<file path="src/rtl/uart_rx_core.sv">
`default_nettype none
`timescale 1ns/1ps
// ============================================================================
// Module      : uart_rx_core
// Description : UART receiver. Synchronises the asynchronous serial line,
//               detects the start-bit falling edge, re-checks the start bit
//               at mid-bit and then samples DATA_BITS data bits (LSB first)
//               and one stop bit at bit centre. Each good character is
//               delivered as a 1-cycle oRX_valid pulse; a low stop bit gives
//               a 1-cycle oFRAME_err pulse instead.
// Ports       : clk         - system clock
//               reset       - asynchronous, active-low reset
//               iRX         - serial line, idle high, asynchronous to clk
//               iRX_en      - receiver enable; low forces IDLE
//               oRX_data    - last good character, right-aligned, zero-filled
//               oRX_valid   - 1-cycle pulse when oRX_data is updated
//               oFRAME_err  - 1-cycle pulse when the stop bit is sampled low
//               oBUSY       - high whenever the receiver is not IDLE
//               oPARITY_err - (UART_RX_PARITY_EN only) 1-cycle pulse,
//                             coincident with oRX_valid/oFRAME_err, when the
//                             even-parity check fails
// Options     : define UART_RX_PARITY_EN to add an even-parity bit between
//               the data bits and the stop bit.
// Revision    : 1.0 - initial release
// ============================================================================
module uart_rx_core #(
    parameter int BAUD_MAX  = 10416,
    parameter int HALF_BIT  = BAUD_MAX / 2,
    parameter int DATA_BITS = 8
) (
    input  logic       clk,
    input  logic       reset,
    input  logic       iRX,
    input  logic       iRX_en,
    output logic [7:0] oRX_data,
    output logic       oRX_valid,
    output logic       oFRAME_err,
    output logic       oBUSY
`ifdef UART_RX_PARITY_EN
    ,
    output logic       oPARITY_err
`endif
);

    localparam logic [2:0]  c_st_idle   = 3'd0;
    localparam logic [2:0]  c_st_start  = 3'd1;
    localparam logic [2:0]  c_st_data   = 3'd2;
`ifdef UART_RX_PARITY_EN
    localparam logic [2:0]  c_st_parity = 3'd3;
`endif
    localparam logic [2:0]  c_st_stop   = 3'd4;

    localparam logic [13:0] c_baud_max  = 14'(BAUD_MAX);
    localparam logic [13:0] c_half_bit  = 14'(HALF_BIT);
    localparam logic [3:0]  c_last_idx  = 4'(DATA_BITS - 1);

    // Two-flop synchroniser plus one delay flop for falling-edge detection.
    logic                 r_sync1;
    logic                 r_rx_s;
    logic                 r_rx_d;
    logic                 w_fall;

    logic [2:0]           r_state;
    logic [13:0]          r_baud_cnt;
    logic [3:0]           r_bit_idx;
    logic [DATA_BITS-1:0] r_shift;
    logic [7:0]           r_data;
    logic                 r_valid;
    logic                 r_ferr;
    logic                 w_cnt_last;
    logic [13:0]          w_cnt_next;
`ifdef UART_RX_PARITY_EN
    logic                 r_par_bad;
    logic                 r_perr;
`endif

    assign w_fall     = r_rx_d & ~r_rx_s;
    assign w_cnt_last = (r_baud_cnt == c_baud_max);
    assign w_cnt_next = w_cnt_last ? 14'd0 : r_baud_cnt + 14'd1;

    always_ff @(posedge clk or negedge reset) begin
        if (!reset) begin
            r_sync1 <= 1'b1;
            r_rx_s  <= 1'b1;
            r_rx_d  <= 1'b1;
        end else begin
            r_sync1 <= iRX;
            r_rx_s  <= r_sync1;
            r_rx_d  <= r_rx_s;
        end
    end

    always_ff @(posedge clk or negedge reset) begin
        if (!reset) begin
            r_state    <= c_st_idle;
            r_baud_cnt <= 14'd0;
            r_bit_idx  <= 4'd0;
            r_shift    <= '0;
            r_data     <= 8'd0;
            r_valid    <= 1'b0;
            r_ferr     <= 1'b0;
`ifdef UART_RX_PARITY_EN
            r_par_bad  <= 1'b0;
            r_perr     <= 1'b0;
`endif
        end else begin
            // Result flags are single-cycle pulses.
            r_valid <= 1'b0;
            r_ferr  <= 1'b0;
`ifdef UART_RX_PARITY_EN
            r_perr  <= 1'b0;
`endif
            if (!iRX_en) begin
                // Disable discards any partial frame; oRX_data is kept.
                r_state    <= c_st_idle;
                r_baud_cnt <= 14'd0;
                r_bit_idx  <= 4'd0;
            end else begin
                case (r_state)
                    c_st_idle: begin
                        r_baud_cnt <= 14'd0;
                        if (w_fall) begin
                            r_state <= c_st_start;
                        end
                    end
                    c_st_start: begin
                        if (r_baud_cnt == c_half_bit) begin
                            // Still low at mid start bit: genuine start.
                            // Otherwise a glitch, return quietly.
                            r_state    <= r_rx_s ? c_st_idle : c_st_data;
                            r_baud_cnt <= 14'd0;
                            r_bit_idx  <= 4'd0;
                        end else begin
                            r_baud_cnt <= w_cnt_next;
                        end
                    end
                    c_st_data: begin
                        r_baud_cnt <= w_cnt_next;
                        if (w_cnt_last) begin
                            // LSB arrives first, so shift right from the top.
                            r_shift   <= {r_rx_s, r_shift[DATA_BITS-1:1]};
                            r_bit_idx <= r_bit_idx + 4'd1;
                            if (r_bit_idx == c_last_idx) begin
`ifdef UART_RX_PARITY_EN
                                r_state <= c_st_parity;
`else
                                r_state <= c_st_stop;
`endif
                            end
                        end
                    end
`ifdef UART_RX_PARITY_EN
                    c_st_parity: begin
                        r_baud_cnt <= w_cnt_next;
                        if (w_cnt_last) begin
                            // Even parity: data bits XOR parity bit must be 0.
                            r_par_bad <= (^r_shift) ^ r_rx_s;
                            r_state   <= c_st_stop;
                        end
                    end
`endif
                    c_st_stop: begin
                        r_baud_cnt <= w_cnt_next;
                        if (w_cnt_last) begin
                            // Leaving at mid stop bit lets the next start
                            // edge be caught during the remaining half bit.
                            r_state <= c_st_idle;
                            if (r_rx_s) begin
                                r_data  <= 8'(r_shift);
                                r_valid <= 1'b1;
                            end else begin
                                r_ferr  <= 1'b1;
                            end
`ifdef UART_RX_PARITY_EN
                            r_perr <= r_par_bad;
`endif
                        end
                    end
                    default: begin
                        r_state    <= c_st_idle;
                        r_baud_cnt <= 14'd0;
                    end
                endcase
            end
        end
    end

    assign oRX_data    = r_data;
    assign oRX_valid   = r_valid;
    assign oFRAME_err  = r_ferr;
    assign oBUSY       = (r_state != c_st_idle);
`ifdef UART_RX_PARITY_EN
    assign oPARITY_err = r_perr;
`endif

endmodule
`default_nettype wire

</file>
<file path="config.mk">
export PLATFORM = sky130hd
export DESIGN_NAME = uart_rx_core
export DESIGN_NICKNAME = d
export VERILOG_FILES = /design/src/rtl/uart_rx_core.sv
export SDC_FILE = /design/constraint.sdc
export NUM_CORES = 1
export LEC_CHECK = 0
export CAP_MARGIN = 30
export CORE_MARGIN = 8
export CORE_UTILIZATION = 40
export DETAILED_ROUTE_END_ITERATION = 6
export PLACE_DENSITY_LB_ADDON = 0.15
export SLEW_MARGIN = 20
export SYNTH_ARGS = -nofsm -noshare
export SYNTH_HDL_FRONTEND = slang
export SYNTH_SLANG_ARGS = --single-unit
</file>
<file path="constraint.sdc">
create_clock -name clk -period 3.38 [get_ports clk]
set_input_delay 0.507 -clock clk [delete_from_list [all_inputs] [get_ports clk]]
set_output_delay 0.507 -clock clk [all_outputs]
set_load 0.01 [all_outputs]
</file>
### Word-level counts from Yosys, hierarchy flattened

Index checks and enable logic that the tools add are counted.

* logic and storage cells: 57
* flip-flop bits (word level): 42

* equal/unequal tests: 12
* reduce and logical (&&, ||, !) cells: 7
* bitwise logic cells: 2
* add/sub/neg operators: 2
* multiplexer cells: 24

Operators with widths (count)
* two-way mux 14 bit: 3
* case mux 14 bit (2 select lines): 1
* two-way mux 3 bit: 6
* inequality test 3 bit, second input constant: 5
* adder 14 x 1 -> 14 bit, second input constant: 1
* == test 14 x 13 -> 1 bit, second input constant: 1
* == test 14 bit, second input constant: 1
* two-way mux 4 bit: 3
* case mux 3 bit (4 select lines): 1
* two-way mux 1 bit: 8
* case mux 4 bit (2 select lines): 1
* AND reduction 3 bit: 2
* AND reduction 5 bit: 1
* adder 4 x 1 -> 4 bit, second input constant: 1
* == test 4 x 3 -> 1 bit, second input constant: 1
* AND reduction 4 bit: 1
* == test 3 x 1 -> 1 bit, second input constant: 1
* == test 3 x 2 -> 1 bit, second input constant: 1
* == test 3 bit, second input constant: 1
* logical NOT 3 bit: 1
* inequality test 3 x 1 -> 1 bit, second input constant: 1
* nonzero test 3 bit: 1
* two-way mux 2 bit: 1
* OR reduction 2 bit: 1
* 2 further kinds: 2

### Depth between registers and ports, before layout

Gate-level depths: netlist of the first run.

* depth in word-level cells: 5
* mapped depth: 8

### Least setup slack after synthesis of the first run

OpenSTA, ideal clock, no wires.

* kind: reg2reg
* start point: register r_baud_cnt[0]
* end point: register r_data[0] (netlist: oRX_data[0])
* slack: 1551 ps
* arrival: 1705 ps
* data required time: 3255 ps
* buffers on the path: 0
* clock period less this slack: 1829 ps
* library setup time: 125 ps
* stages on the path, launching flop included: 7
* cells stage by stage: dfrtp_1 > inv_1 > ha_1 > nor4b_4 > nand4_4 > nor3_4 > mux2_2

* longest elaborated chain between the ends: 2

RTL lines
* start, declared: RTL line 64 `logic [13:0] r_baud_cnt;`
* start signal, assigned: RTL line 134 `r_baud_cnt <= w_cnt_next;`
* start signal, assigned: RTL line 138 `r_baud_cnt <= w_cnt_next;`
* start signal, assigned: RTL line 163 `r_baud_cnt <= w_cnt_next;`
* == test 14 bit: RTL line 78 `assign w_cnt_last = (r_baud_cnt == c_baud_max);`
* AND reduction 4 bit (no source line)
* end signal, assigned: RTL line 169 `r_data <= 8'(r_shift);`
* end, declared: RTL line 67 `logic [7:0] r_data;`

No other way between the ends.
A chain may end at the register's enable or synchronous reset.

### Final worst setup path of the first run

* start point: input iRX_en
* end point: register r_shift[0]

* longest elaborated chain between the ends: 1

RTL lines
* start, declared: RTL line 34 `input logic iRX_en,`
* AND reduction 3 bit (no source line)
* end signal, assigned: RTL line 141 `r_shift <= {r_rx_s, r_shift[DATA_BITS-1:1]};`
* end, declared: RTL line 66 `logic [DATA_BITS-1:0] r_shift;`

No other way between the ends.

==> results.toml, run 1 <==
[drt]
wl_met1_um = 1620
wire_per_inst_um = 14.42
drc = 0
dr_total_vias = 1283
drt-total-wl_um = 3518
dr.pass1.iters = 4
drt_iter0_markers = 99
ant_nets = 0
route.met2.wl_um = 1711
met3_length_um = 143
routed_via_density = 5.258
top_layer_used = "met4"

[worst_setup_path]
start_kind = "input pin"
crit_buf_inv = 1
max_stage_delay_ns = 0.54
end_kind = "flip-flop"
cp_top_family = "simple AND/OR/NAND/NOR gates"
cp.arrival_ns = 2.48
crit_slowest_cell = "clkdlybuf4s50_1"
worst_ep_required_time_ns = 3.57
cp_cell_sequence = "clkdlybuf4s50_1, nor2b_1, nor3b_1, nand2_1, mux2_2"
cp_max_fo = 11
setup.worst_path.class = "in -> reg"

[logic_synthesis]
async_flop_share_pct = 100.0
synth_ff_type = "dfrtp_1"
syn_avg_cell_area_um2 = 11.44
syn_inst = 169
synth_area_um2 = 1933
yosysWarnings = 0
synth_edf_count = 0
synth_area_leaders = "dfrtp_1 (50%), mux2_2 (8.7%), dfstp_2 (4.1%), nor2_1 (4.1%), xnor2_1 (3.6%)"
yosysUniqueCellTypes = 39
ys_ff_latch = 42
synth_nets = 176
synth_largest_area_cell = "dfrtp_1"
ys_seq_area_share_pct = 54.56
netlist.area_leader.share_pct = 50.49

[floorplanning]
io-pin-count = 15
coreArea_um2 = 4692
die_width_um = 85.52
row_count = 25
dieArea_um2 = 7314
die_h_um = 85.52
floorplan.initialDensity_pct = 41.20

[grt]
gr-total-overflow = 0
antenna_found_initial = 0
grt_pass1_wl_um = 6009
first_global_vias = 1321
track_usage_pct = 10.38
grt_max_degree = 43

[layout]
antenna_cells = 0
syn2layout_area_growth_pct = 15.73
fin_nets = 196
drive_gt1_share_pct = 17.89
stdcell_area_um2 = 2237
layout_commonest_cell = "dfrtp_1"
final_cell_mix = "dfrtp_1 (39), nor2_1 (21), mux2_2 (15), clkdlybuf4s50_1 (13), nand2_1 (10)"

[cts]
cts-root-buf = "clkbuf_8"
ctsResizeCount = 0
ctsHtreeMaxLevel = 2
cts_buffer_depth = 2
cts_tree = "built"
worstSkewPairLatency_ns = 0.30
clkSinkCount = 42
cts_setup_buffers = 0
path_clk_slew_ns = 0.09
cts_hold_buf = 0
numCtsBuffers = 5

[outcome]
status = "complete, no violations"

[placement]
port_buffers = 14
place_ws_ns = 0.7688
place_hpwl_um = 2459
placed_cell_area_um2 = 2116
gp_congestion = 0.7960

[sta]
slew_viol_final = 0
rsz0062_at_grt = "no"
timing.slew.headroom_pct = 63.15
setup_tns_ns = 0
tightest_slew_ns = 0.5502
finalSetupViolCount = 0
hold_violations = 0
fin_crit_ns = 2.296
fin_skew_ns = 0.006822
fmax_mhz = 435.5
final.setup.worst_slack_ns = 1.084
final.period_utilization_pct = 67.93

[pwr]
power_density_nw_per_um2 = 467.8
ir_drop_v = 0.0002680
leakagePower_nw = 0.9991

[job]
drv_cap = 0

[worst_hold_path]
holdCritPathClass = "in -> async"
[worst paths after layout]
kind / start / to / slack [ns] / cells after the start
setup / recovery: iRX_en / r_shift[0] / 1.08 / 5
max in group asynchronous: reset / r_rx_d / 2.78 / 2
min in group clk: r_sync1 / r_rx_s / 0.36 / 0
setup reg to reg: r_baud_cnt[0] / oRX_data[5] / 1.30 / 6
hold reg to reg: r_sync1 / r_rx_s / 0.36 / 0
hold / removal: reset / r_baud_cnt[9] / 0.08 / 1
[registers in the layout, summed over array words and instances, names as in the netlist]
name,cells
r_baud_cnt,14
r_rx_s,1
oFRAME_err,1
r_rx_d,1
r_bit_idx,4
oRX_data,8
oRX_valid,1
r_state,3
r_shift,8
r_sync1,1
[worst register-to-register path, cell delays in order, from the launching register on]
cell	delay, ns
dfrtp_1	0.42
inv_1	0.07
ha_1	0.16
nor4b_4	0.30
nand4_4	0.18
nor3_4	0.44
mux2_2	0.39
[metal layers]
metal	vias up	global-route usage, %
li1	622	-
met1	635	12.42
met2	21	16.85
met3	5	3.534
met4	0	3.822
met5	-	0
[where the power goes]
group	switching [mW]	internal [mW]
combinational	0.0966	0.0707
clock	0.186	0.149
sequential	0.0244	0.520
total	0.307	0.740
[area by class of cell]
type	instances	area (um^2)
Fill cell	432	2455
Sequential cell	42	1055
Multi-Input combinational cell	118	835.8
Timing Repair Buffer	16	162.7
Clock buffer	5	68.82
Tap cell	54	67.56
Clock inverter	3	25.02
Inverter	6	22.52
[through the flow]
stage	total power, mW	cells	hold WS, ns	util, %
floorplan	0.6556	169	0.2114	-
finish	1.047	244	0.07869	47.68
global placement	0.7054	234	0.3475	45.09
detailed placement	0.7115	234	0.3468	45.09
global route	1.106	244	0.07299	47.68
CTS	1.055	242	0.3590	47.09
[synthesized netlist by cell type (2+ instances only)]
cell	n
nand3_1	8
nand4_1	2
o21ai_0	9
nor3b_1	4
nor2_1	21
xor2_1	5
mux2_2	15
nor2b_1	3
a21oi_1	3
ha_1	3
dfstp_2	3
inv_1	6
nor3_1	2
or3_1	2
and3b_1	2
nand2_1	10
and3_1	3
xnor2_1	8
dfrtp_1	39
nand2b_1	2
[cell families (layout without fill, tap and decap cells)]
group / count (synthesis) / in the layout / share of synthesized area (%)
muxes: 15 / 15 / 8.738
and+or+nand+nor: 66 / 66 / 20.13
xor gates and xnor gates: 13 / 13 / 5.890
AOI/OAI and AO/OA: 21 / 21 / 6.538
adders and majority gates: 3 / 3 / 1.942
buffers and inverters: 9 / 30 / 2.200
DFF: 42 / 42 / 54.56
Note: power is estimated with default switching activity, not from simulation.
==> run 2: changes to the inputs <==
- clock period: 3.38 -> 2.19 ns (I/O delays scaled with it)
==> run 2 against run 1 <==
Highest routed layer unchanged. Global-route usage grew 0.43 points. Cell area grew 1.1%. Core utilization grew 0.51 points. Register-to-register slack lost 1.2 ns.
==> results.toml, run 2 (synthesis results as in run 1) <==
[outcome]
status = "complete, no violations"

[floorplanning]
io-pin-count = 15
coreArea_um2 = 4692
floorplan.initialDensity_pct = 41.20
die_h_um = 85.52
die_width_um = 85.52
row_count = 25
dieArea_um2 = 7314

[sta]
fin_skew_ns = 0.004573
setup_tns_ns = 0
fin_crit_ns = 2.071
rsz0062_at_grt = "no"
final.setup.worst_slack_ns = 0.1192
finalSetupViolCount = 0
final.period_utilization_pct = 94.56
slew_viol_final = 0
fmax_mhz = 482.9
hold_violations = 0
tightest_slew_ns = 0.5766
timing.slew.headroom_pct = 61.56

[layout]
syn2layout_area_growth_pct = 16.96
stdcell_area_um2 = 2261
top_register = "r_baud_cnt"
layout_commonest_cell = "dfrtp_1"
seq_area_um2 = 1055
fin_nets = 200
multi_input_area_um2 = 839.6
n_fill_cell = 419
largest_reg_flops = 14
antenna_cells = 0
final_cell_mix = "dfrtp_1 (39), nor2_1 (21), mux2_2 (15), clkdlybuf4s50_1 (13), nand2_1 (10)"
drive_gt1_share_pct = 19.59
finish.utilization_pct = 48.19

[placement]
gp_congestion = 0.8111
place_ws_ns = 0.001828
port_buffers = 14
place_hpwl_um = 2605
placed_cell_area_um2 = 2153

[grt]
first_global_vias = 1398
grt_max_degree = 18
grt_pass1_wl_um = 6258
gr-total-overflow = 0
track_usage_pct = 10.81
antenna_found_initial = 0

[cts]
ctsHtreeMaxLevel = 2
cts_buffer_depth = 2
cts-root-buf = "clkbuf_8"
worstSkewPairLatency_ns = 0.30
cts_setup_buffers = 0
path_clk_slew_ns = 0.08
cts_tree = "built"
numCtsBuffers = 5
clkSinkCount = 42

[pwr]
power_density_nw_per_um2 = 716.8
seq_power_share_pct = 51.8
p_clk_share_pct = 32.2
power.share.combinational_pct = 16.1
ir_drop_v = 0.0002846
netSwitchingPower_uw = 475.6
p_sw_share_pct = 29.35
leakagePower_nw = 1.016
intPower_mw = 1.145

[drt]
drt-total-wl_um = 3607
wire_per_inst_um = 14.54
routed_via_density = 5.403
drc = 0
drt_iter0_markers = 60
dr_total_vias = 1340
ant_nets = 0
dr.pass1.iters = 4

[worst_setup_path]
cp_max_fo = 11
cp.arrival_ns = 2.26
start_kind = "flip-flop"
worst_ep_required_time_ns = 2.38
setup.worst_path.class = "reg -> reg"
end_kind = "flip-flop"

[job]
drv_cap = 0

[worst_hold_path]
holdCritPathClass = "reg -> reg"
## run 2: cell count changes in the layout (fill, tap and decap cells not counted)
cell and delta:
o21ai_1 -1, dlygate4sd3_1 +1, o21ai_2 +1, buf_4 +4
buf_12 -1
## run 2: area by class of cell
type	count	share of cell area, %
clock buffers	5	3.044
clock inverters	3	1.107
inverters	6	0.9961
multi-input cells	118	37.13
flip-flops and latches	42	46.65
well taps	54	2.988
repair buffers	20	8.080
## run 2: final timing paths
| path | startpoint | end | slack, ns | cells after the start |
|---|---|---|---|---|
| worst max-delay path | r_baud_cnt[0] | r_shift[5] | 0.12 | 6 |
| worst min-delay path | r_sync1 | r_rx_s | 0.36 | 0 |
| worst max register to register | r_baud_cnt[0] | r_shift[5] | 0.12 | 6 |
| worst min register to register | r_sync1 | r_rx_s | 0.36 | 0 |
| max in group asynchronous | reset | r_baud_cnt[10] | 1.23 | 3 |
| min in group asynchronous | reset | r_state[1] | 0.43 | 2 |
## run 2: stage by stage
stage | hold WS [ns] | power, mW | cells
after floorplan | 0.03291 | 1.012 | 169
after global placement | 0.2273 | 1.101 | 239
after detailed placement | 0.2352 | 1.113 | 239
after CTS | 0.3625 | 1.645 | 248
after global routing | 0.3631 | 1.715 | 248
final | 0.3599 | 1.621 | 248
## run 2: per-layer routing
layer	global-route usage (%)	wire length, um	vias to the layer above
li1	-	-	629
met1	11.85	1649	681
met3	4.011	157	6
met4	4.936	63	0
met5	0	0	-
met2	18.19	1736	24
## run 2: timing repair
action                                 in CTS  in global routing
cloned                                      0                  0
pin swaps                                   0                  1
hold buffers                                1                  0
endpoints found under the hold margin       8                  0
setup endpoints to repair                   1                  7
gates resized for setup                     1                  0
## run 2: worst max-delay path, stage by stage, from the launching register on
cell	delay (ns)
dfrtp_1	0.42
inv_1	0.07
ha_1	0.16
nor4b_4	0.30
and4_1	0.35
nand2_1	0.30
mux2_2	0.36
## run 2: power by group through the flow
stage | clock, mW | sequential (mW) | combinational, mW
3_3_place_gp | 0 | 0.852 | 0.249
3_5_place_dp | 0 | 0.853 | 0.260
5_1_grt | 0.579 | 0.843 | 0.293
6_report | 0.521 | 0.839 | 0.260
2_1_floorplan | 0 | 0.845 | 0.167
4_1_cts | 0.541 | 0.839 | 0.265
==> run 3: changes to the inputs <==
- PLACE_DENSITY: unset -> 0.6
- PLACE_DENSITY_LB_ADDON: 0.15 -> unset
==> run 3 against run 2 <==
Sequential power about the same. Sequential share of layout area about the same. First-iteration DRC count down 52%. Critical path depth unchanged. Die area unchanged. Largest cell class unchanged.
==> results.toml, run 3 (synthesis results as in run 1) <==
[outcome]
status = "complete, no violations"

[worst_hold_path]
min-delay-start = "r_sync1"
holdCritPathClass = "reg -> reg"

[layout]
layout_commonest_cell = "dfrtp_1"
top_register = "r_baud_cnt"
n_fill_cell = 435
final_cell_mix = "dfrtp_1 (39), nor2_1 (21), mux2_2 (15), clkdlybuf4s50_1 (13), nand2_1 (10)"
syn2layout_area_growth_pct = 17.02
drive_gt1_share_pct = 19.59
largest_reg_flops = 14
antenna_cells = 0
fin_nets = 200
stdcell_area_um2 = 2262
multi_input_area_um2 = 839.6
seq_area_um2 = 1055
finish.utilization_pct = 48.21

[grt]
antenna_found_initial = 0
grt_max_degree = 18
gr-total-overflow = 0
first_global_vias = 1372
grt_use_met1_pct = 12.66
grt_util_met2_pct = 18.90
top_usage_layer = "met2"
grt_pass1_wl_um = 6499
use_met3_pct = 3.343
track_usage_pct = 11.13

[floorplanning]
die_width_um = 85.52
row_count = 25
coreArea_um2 = 4692
die_h_um = 85.52
floorplan.initialDensity_pct = 41.20
dieArea_um2 = 7314
io-pin-count = 15

[drt]
drc = 0
dr_total_vias = 1305
drt-total-wl_um = 3546
drt_iter0_markers = 29
ant_nets = 0
routed_via_density = 5.262
wire_per_inst_um = 14.30
dr.pass1.iters = 4

[pwr]
ir_drop_v = 0.0003182
power_density_nw_per_um2 = 713.6
p_total_mw = 1.614
leakagePower_nw = 1.018

[worst_setup_path]
cp_top_family = "simple AND/OR/NAND/NOR gates"
critPathLaunch = "r_baud_cnt[0]"
crit_buf_inv = 1
end_kind = "flip-flop"
cp.arrival_ns = 2.21
cp_cell_sequence = "inv_1, ha_1, nor4b_4, and4_1, nand2_1, mux2_2"
cp_max_fo = 11
regToRegStartpoint = "r_baud_cnt[0]"
max_stage_delay_ns = 0.41
setup.worst_path.class = "reg -> reg"
crit_slowest_cell = "dfrtp_1"
start_kind = "flip-flop"
worst_ep_required_time_ns = 2.37

[sta]
final.period_utilization_pct = 92.84
fin_skew_ns = 0.008390
finalSetupViolCount = 0
setup_tns_ns = 0
final.setup.worst_slack_ns = 0.1567
hold_violations = 0
tightest_slew_ns = 0.5742
fin_crit_ns = 2.033
rsz0062_at_grt = "no"
timing.slew.headroom_pct = 61.72
slew_viol_final = 0
fmax_mhz = 491.8

[cts]
worstSkewPairLatency_ns = 0.29
cts_tree = "built"
cts_buffer_depth = 2
numCtsBuffers = 5
ctsHtreeMaxLevel = 2
path_clk_slew_ns = 0.08
clkSinkCount = 42
cts-root-buf = "clkbuf_8"

[placement]
place_ws_ns = -0.01997
gp_congestion = 0.7550
placed_cell_area_um2 = 2153
place_hpwl_um = 2675
port_buffers = 14

[job]
drv_cap = 0
run 3: metal layers:
| layer | share of wire, % | vias up |
|---|---|---|
| met5 | 0 | - |
| li1 | - | 633 |
| met3 | 3.0 | 6 |
| met1 | 43 | 655 |
| met2 | 52 | 11 |
| met4 | 1.4 | 0 |
run 3: layout make-up:
cell class                 count  area share (%)
clock buffer                   6           3.650
clock inverter                 2          0.5531
inverter                       6          0.9956
multi-input combinational    118           37.11
sequential                    42           46.63
tap                           54           2.987
timing repair buffer          20           8.075
run 3: where the power goes:
part / switching, mW / internal [mW]
Sequential: 0.0357 / 0.803
Combinational: 0.148 / 0.111
Clock: 0.263 / 0.253
Total: 0.447 / 1.17
run 3: what timing repair did:
item                                    in CTS  in global routing
resized for setup                            1                  0
hold buffers                                 1                  0
pin swaps                                    0                  1
endpoints found under the setup margin       1                  8
buffers inserted                             0                  0
hold endpoints to repair                    13                  0
run 3: final timing paths:
kind | slack, ns | endpoint | cells past startpoint
max | 0.16 | r_shift[6] | 6
min | 0.36 | r_rx_s | 0
min reg2reg | 0.36 | r_rx_s | 0
min in group asynchronous | 0.47 | r_bit_idx[3] | 2
max reg2reg | 0.16 | r_shift[6] | 6
max in group asynchronous | 1.11 | r_sync1 | 3
run 3: through the flow:
step           hold slack, ns  instances
2_1_floorplan         0.03291        169
3_3_place_gp           0.2547        239
3_5_place_dp           0.2570        239
4_1_cts                0.3615        248
5_1_grt                0.3633        248
6_report               0.3595        248
